### config.mk
export PLATFORM = sky130hd
export DESIGN_NAME = mem_port_arbiter
export DESIGN_NICKNAME = d
export VERILOG_FILES = /design/src/rtl/mips_pkg.sv /design/src/rtl/sat_counter.sv /design/src/rtl/mem_port_arbiter.sv
export SDC_FILE = /design/constraint.sdc
export NUM_CORES = 1
export LEC_CHECK = 0
export CAP_MARGIN = 30
export CELL_PAD_IN_SITES_DETAIL_PLACEMENT = 0
export CELL_PAD_IN_SITES_GLOBAL_PLACEMENT = 1
export CORE_MARGIN = 5
export CORE_UTILIZATION = 29
export DETAILED_ROUTE_END_ITERATION = 6
export PLACE_DENSITY_LB_ADDON = 0.1
export SKIP_LAST_GASP = 1
export SYNTH_ARGS = -nofsm -noshare
export SYNTH_HDL_FRONTEND = slang
export SYNTH_SLANG_ARGS = --single-unit
export TNS_END_PERCENT = 5
### constraint.sdc
create_clock -name clk -period 2.6 [get_ports clk]
set_clock_uncertainty 0.05 [all_clocks]
set_input_delay 0.26 -clock clk [delete_from_list [all_inputs] [get_ports clk]]
set_output_delay 0.26 -clock clk [all_outputs]
set_load 0.03 [all_outputs]
### src/rtl/mips_pkg.sv
// Shared pipeline definitions used by the memory port arbiter.
//   arb_state_e - arbiter FSM states
//   DEF_ADDR_W  - default byte address width
//   DEF_DATA_W  - default data width
package mips_pkg;

  localparam int unsigned DEF_ADDR_W = 32;
  localparam int unsigned DEF_DATA_W = 32;

  typedef enum logic [2:0] {
    StIdle,
    StDmWait,
    StIfWait,
    StDmDone,
    StIfDone
  } arb_state_e;

endpackage

### src/rtl/sat_counter.sv
// Saturating up-counter for performance statistics.
//   clk   - clock
//   rst   - synchronous active-high reset, clears count
//   en    - increment enable, one step per cycle
//   count - current value, holds at all-ones
module sat_counter #(
  parameter int unsigned W = 32
) (
  input  logic         clk,
  input  logic         rst,
  input  logic         en,
  output logic [W-1:0] count
);

  always_ff @(posedge clk) begin
    if (rst) begin
      count <= '0;
    end else if (en && (count != {W{1'b1}})) begin
      count <= count + W'(1);
    end
  end

endmodule

### src/rtl/mem_port_arbiter.sv
// Arbiter sharing one single-port, variable-latency memory between instruction
// fetch (IF) and load/store (MEM). One transaction at a time; MEM has priority.
//   clk, rst                  - clock, synchronous active-high reset
//   if_req/if_addr/if_flush   - fetch request, address, pending-fetch discard
//   if_done/if_rdata          - fetch completion pulse and instruction
//   dm_req/dm_we/dm_addr/
//   dm_wdata/dm_be            - MEM-stage request
//   dm_done/dm_rdata          - MEM completion pulse and load data
//   stall_if/stall_pipe       - pipeline freeze controls
//   mem_*                     - memory request/ack handshake
//   stall_cnt                 - saturating count of stall cycles
module mem_port_arbiter
  import mips_pkg::*;
#(
  parameter int unsigned ADDR_W = DEF_ADDR_W,
  parameter int unsigned DATA_W = DEF_DATA_W,
  parameter int unsigned CNT_W  = 32
) (
  input  logic                clk,
  input  logic                rst,
  input  logic                if_req,
  input  logic [ADDR_W-1:0]   if_addr,
  input  logic                if_flush,
  output logic                if_done,
  output logic [DATA_W-1:0]   if_rdata,
  input  logic                dm_req,
  input  logic                dm_we,
  input  logic [ADDR_W-1:0]   dm_addr,
  input  logic [DATA_W-1:0]   dm_wdata,
  input  logic [DATA_W/8-1:0] dm_be,
  output logic                dm_done,
  output logic [DATA_W-1:0]   dm_rdata,
  output logic                stall_if,
  output logic                stall_pipe,
  output logic                mem_req,
  output logic                mem_we,
  output logic [ADDR_W-1:0]   mem_addr,
  output logic [DATA_W-1:0]   mem_wdata,
  output logic [DATA_W/8-1:0] mem_be,
  input  logic                mem_ack,
  input  logic [DATA_W-1:0]   mem_rdata,
  output logic [CNT_W-1:0]    stall_cnt
);

  arb_state_e state_q;
  logic       drop_q;
  logic       issue_dm;
  logic       issue_if;

  // A requester is ignored in its own done cycle: its req is still high until
  // the stage advances on this edge.
  always_comb begin
    issue_dm = 1'b0;
    issue_if = 1'b0;
    issue_dm = dm_req && ((state_q == StIdle) || (state_q == StIfDone));
    issue_if = if_req && !if_flush &&
               (((state_q == StIdle) && !dm_req) || (state_q == StDmDone));
  end

  always_ff @(posedge clk) begin
    if (rst) begin
      state_q   <= StIdle;
      drop_q    <= 1'b0;
      mem_req   <= 1'b0;
      mem_we    <= 1'b0;
      mem_addr  <= '0;
      mem_wdata <= '0;
      mem_be    <= '0;
      if_done   <= 1'b0;
      dm_done   <= 1'b0;
      if_rdata  <= '0;
      dm_rdata  <= '0;
    end else begin
      if_done <= 1'b0;
      dm_done <= 1'b0;
      if (issue_dm) begin
        state_q   <= StDmWait;
        mem_req   <= 1'b1;
        mem_we    <= dm_we;
        mem_addr  <= dm_addr;
        mem_wdata <= dm_wdata;
        mem_be    <= dm_be;
      end else if (issue_if) begin
        state_q   <= StIfWait;
        mem_req   <= 1'b1;
        mem_we    <= 1'b0;
        mem_addr  <= if_addr;
        mem_wdata <= '0;
        mem_be    <= '1;
      end else begin
        case (state_q)
          StDmWait: begin
            if (mem_ack) begin
              state_q <= StDmDone;
              mem_req <= 1'b0;
              dm_done <= 1'b1;
              if (!mem_we) begin
                dm_rdata <= mem_rdata;
              end
            end
          end
          StIfWait: begin
            // A flushed fetch cannot be cancelled on the bus; wait for the ack
            // and then discard the data silently.
            if (mem_ack) begin
              mem_req <= 1'b0;
              drop_q  <= 1'b0;
              if (drop_q || if_flush) begin
                state_q <= StIdle;
              end else begin
                state_q  <= StIfDone;
                if_done  <= 1'b1;
                if_rdata <= mem_rdata;
              end
            end else if (if_flush) begin
              drop_q <= 1'b1;
            end
          end
          default: state_q <= StIdle;
        endcase
      end
    end
  end

  assign stall_pipe = dm_req && !dm_done;
  // IF_WAIT keeps IF stalled even after a flush has dropped if_req.
  assign stall_if   = (if_req && !if_done) || stall_pipe || (state_q == StIfWait);

  sat_counter #(
    .W(CNT_W)
  ) u_stall_cnt (
    .clk  (clk),
    .rst  (rst),
    .en   (stall_if),
    .count(stall_cnt)
  );

endmodule

* After elaboration in Yosys (flattened, before gate mapping)
Cells that the tools add are included.
** Cells by class
- $add $sub $neg :: 1
- Multiply operators :: 0
- Divide/modulo/power cells :: 0
- Order comparisons :: 0
- Equal/unequal tests :: 11
- Shift operators :: 0
- Multiplexer cells :: 22
- Bitwise logic cells :: 7
- Reduce and logical (&&, ||, !) cells :: 33
** Operator list (number)
- 2-to-1 mux 32 bit :: 4
- adder 32 x 1 -> 32 bit (second input constant) :: 1
- inequality test 32 bit (second input constant) :: 1
- 2-to-1 mux 1 bit :: 11
- AND reduction 5 bit :: 2
- 2-to-1 mux 3 bit :: 3
- 2-to-1 mux 4 bit :: 2
- inequality test 4 bit (second input constant) :: 2
- AND reduction 2 bit :: 4
- logical AND 1 bit :: 7
- NOT 1 bit :: 7
- equality test 3 x 2 -> 1 bit (second input constant) :: 2
- inequality test 3 bit (second input constant) :: 2
- case mux 3 bit (2 select lines) :: 1
- nonzero test 3 bit :: 2
- logical OR 1 bit :: 5
- OR reduction 5 bit :: 1
- logical NOT 1 bit :: 4
- inequality test 2 bit (second input constant) :: 2
- AND reduction 4 bit :: 1
- nonzero test 2 bit :: 2
- OR reduction 2 bit :: 2
- OR reduction 4 bit :: 1
- equality test 3 x 1 -> 1 bit (second input constant) :: 1
- 4 further kinds :: 4
** Storage, ports and cells
- Flip-flop bits (word level) :: 172
- Latch bits :: 0
- Memory bits (writable) :: 0
- ROM bits :: 0
- Bits of input ports :: 139
- Output and inout bits :: 170
- Logic and storage cells :: 88
- Memories kept :: 0

* Logic depth before layout (Yosys ltp)
- Word-level depth :: 6
- Depth in mapped cells :: 8
- Mapped depth without buffers :: 6

* By module
From an unflattened synthesis, not the netlist that was laid out.
** Second synthesis, totals
- Cells, all modules :: 788
- Area total of the unflattened synthesis :: 7184.4 um^2
** Modules (own cells, without submodules)
- mem_port_arbiter :: instances 1, cells an instance 601, area each 5577.8 um^2, sequential area each 2802.7 um^2
- sat_counter :: instances 1, cells an instance 187, area each 1606.5 um^2, sequential area each 640.6 um^2

* Worst setup path after synthesis
No wires, ideal clock.
- Path kind :: reg2reg
- Start point :: register u_stall_cnt.count[0]
- End point :: register u_stall_cnt.count[5]
- Library setup time :: 123 ps
- Arrival time :: 2190 ps
- Data required time :: 2427 ps
- Setup slack :: 236 ps
- Stages on the path, launching flop included :: 9
- Buffers on the path :: 2
- Period minus slack after synthesis :: 2364 ps
- Cell sequence :: dfxtp_1 > ha_1 > nand3_1 > or2_2 > clkbuf_1 > o31ai_2 > buf_4 > nor3_1 > mux2_1
** Between the ends
- Cells in the longest elaborated chain, start to end :: 2
- Elaborated cells on any way between the ends :: 3
- Classes of those cells :: add/sub: 1; eq/ne: 1; reduce/logical: 1
** Ends and longest elaborated chain
- start: declaration :: RTL line sat_counter.sv:12 : output logic [W-1:0] count
- start signal: assignment :: RTL line sat_counter.sv:19 : count <= count + W'(1);
- branches (longest 2 deep; another with adder 32 x 1 -> 32 bit)
Several ways; the timed one is not identified.
A chain may end at the register's enable or synchronous reset.

* Final worst setup path
- Start point :: register state_q[0]
- End point :: output stall_if
** Between the ends
- Cells in the longest elaborated chain, start to end :: 2
** Ends and longest elaborated chain
- start: declaration :: RTL line mem_port_arbiter.sv:45 : arb_state_e state_q;
- start signal: assignment :: RTL line mem_port_arbiter.sv:62 : state_q <= StIdle;
- start signal: assignment :: RTL line mem_port_arbiter.sv:77 : state_q <= StDmWait;
- start signal: assignment :: RTL line mem_port_arbiter.sv:84 : state_q <= StIfWait;
- equality test 3 x 2 -> 1 bit :: RTL line mem_port_arbiter.sv:127 : assign stall_if = (if_req && !if_done) || stall_pipe || (state_q == StIfWait);
- logical OR 1 bit :: RTL line mem_port_arbiter.sv:127
- end: declaration :: RTL line mem_port_arbiter.sv:33 : output logic stall_if,
Every way passes these cells.

==> metrics <==
antenna-violating nets left 0; Top Ports 309; Routed Wire Length 23800 µm; nets 1255; DPL Wire Length 17100 µm; share of layout cells above drive strength 1 6.12%; largest net degree at the start of global routing 84; Area Overhead vs Synth 60.3%; Post-CTS Resized 0; Post-Place Cells 1381; reg2reg path depth 6; leading cell type in the layout, fill and taps excluded clkdlybuf4s50_1; filler cell count 2222; postcts setup bufs 0; critical path arrival 2.16 ns; Final Util 47.5%; residual DRC count 0; Die X 162 µm; critical path capture point type output pin; max-slew violation count 0; DR vias/cell 4.76; core area 22700 µm²; Reg clk slew, reported paths 0.06 ns; status completed; Ant. Diodes 0; Slew @ Worst Pin 0.713 ns; worst vdd ir 0.000372 V; slew margin rel. 52.5%; crit share post-route 95.1%; sequential share of the synthesized area 51.2%; first-pass GRT wire length 37500 µm; commonest non-fill, non-tap cells in the layout clkdlybuf4s50_1 (307), nand2_1 (207), dfxtp_1 (172); Primary FF master, synth dfxtp_1; total track usage 17.8%; EDFF count, synth 0; setup TNS 0 ns; CP max FO 8; Synth Instances 825; Yosys reg bits 172; syn_area_per_cell 8.15 µm²; RSZ-0062 raised after global routing false; grt ovf 0; antenna violations before repair 1; port buffer count 308; WL/cell 16.8 µm; TritonCTS buffer count 17; post-synthesis cell area 6720 µm²; post-route minimum period 2.47 ns; die area 26300 µm²; vias in the first global route 6740; asr flop ratio synth 0%; top post-synthesis cells by area dfxtp_1 (51%), nand2_1 (12%), a21oi_1 (6.2%), nor2_1 (5.4%), a311oi_1 (4.2%); PD cells 625 nW/µm²; Setup Viol. Count Final 0; CTS sink cnt 172; Req. time, crit path 2.29 ns; Rows 55; initial DRC count 297; H-tree lvl count 4; clock latency at the later pin of the worst-skew pair 0.43 ns; CTS Buffer Depth 2; Synth Warn # 0; Vias 6719; hold buffer count at CTS 0; fin cells 1413; max_cap viols 0; Crit Path Class register to output pin; fmax 0.404 GHz; Root Driver clkbuf_16; Initial Util 29.6%; Die Y-Extent 162 µm; worst hold path class input pin to register; kind of start point of the critical path register; dominant cell type by area after synthesis dfxtp_1; Hold Violations, Final 0; top-area cell type share of the netlist area 51.2%; hold path depth 2; 1st-pass router iterations 4; post-synthesis cell type count 46; CTS tree built; P_leak 3.75 nW; Tot Pwr 6.73 mW; gpl congestion 0.758; Synthesized Nets 965
## logic make-up after synthesis
logic type	share of synthesized area [%]
buf+inv	4.11
flops	51.2
fa+ha+maj	0.186
simple gates	23.9
mux	0.633
compound gates	18.1
xor+xnor	1.82
## cell type report
| type | count | area (µm²) | share of cell area, % |
|---|---|---|---|
| inverter | 7 | 26.3 | 0.244 |
| clock buffer | 18 | 429 | 3.98 |
| clock inverter | 14 | 151 | 1.40 |
| multi-input combinational | 583 | 3030 | 28.1 |
| tap | 285 | 357 | 3.31 |
| timing repair buffer | 334 | 3340 | 31.0 |
| sequential | 172 | 3440 | 32.0 |
## metrics by stage
step           area [µm²]  worst slack, ns  hold slack [ns]
2_1_floorplan        6720            0.236            0.307
3_3_place_gp        10200            0.272            0.391
3_5_place_dp        10200            0.258            0.397
4_1_cts             10800            0.122            0.275
5_1_grt             10800           0.0658            0.289
6_report            10800            0.127            0.259
## metal layers
| layer | global-route usage, % | up-vias | part of all wire (%) |
|---|---|---|---|
| met1 | 21.2 | 3097 | 42 |
| li1 | - | 3426 | - |
| met5 | 0 | - | 0.080 |
| met2 | 30.1 | 178 | 49 |
| met4 | 4.19 | 2 | 1.1 |
| met3 | 7.16 | 16 | 8.0 |
## worst max-delay path, stage by stage, from the launching register on
cell,delay [ns]
dfxtp_1,0.40
or3b_4,0.48
nand3_1,0.17
clkdlybuf4s50_1,0.70
## report_power, final
part	switching (mW)	internal, mW
registers	0.0821	2.78
clock network	1.18	1.36
logic	0.731	0.599
total	1.99	4.74
## state kept, by name (all words and copies together) (netlist names)
signal / cells
mem_wdata: 32
dm_rdata: 32
state_q: 3
drop_q: 1
dm_done: 1
u_stall_cnt.count: 32
if_done: 1
mem_be: 4
mem_addr: 32
if_rdata: 32
mem_req: 1
mem_we: 1
## path summary, 6_finish.rpt
path                         start                     to  slack, ns
max                     state_q[0]               stall_if       0.13
min                            rst  u_stall_cnt.count[19]       0.26
max reg2reg  u_stall_cnt.count[18]   u_stall_cnt.count[1]       0.34
min reg2reg           if_rdata[14]           if_rdata[14]       0.40
## synth_stat cells, types with 2 or more instances
cell and instances:
nand4_1 12, xnor2_1 7, buf_2 2, xor2_1 7
nand2b_1 4, a211oi_1 5, mux2i_1 2, mux2_1 2
nor2b_1 2, a311oi_1 32, nand2_1 207, nor4_1 5
a22oi_1 33, buf_1 6, clkbuf_1 53, nor3_1 12
dfxtp_1 172, or4_1 4, and3_1 2, inv_1 7
nand3_1 14, o21ai_0 14, or2_2 2, o31ai_1 4
nor2_1 96, or3_1 16, and4_1 2, a21oi_1 83
(Power assumes the default switching activity.)
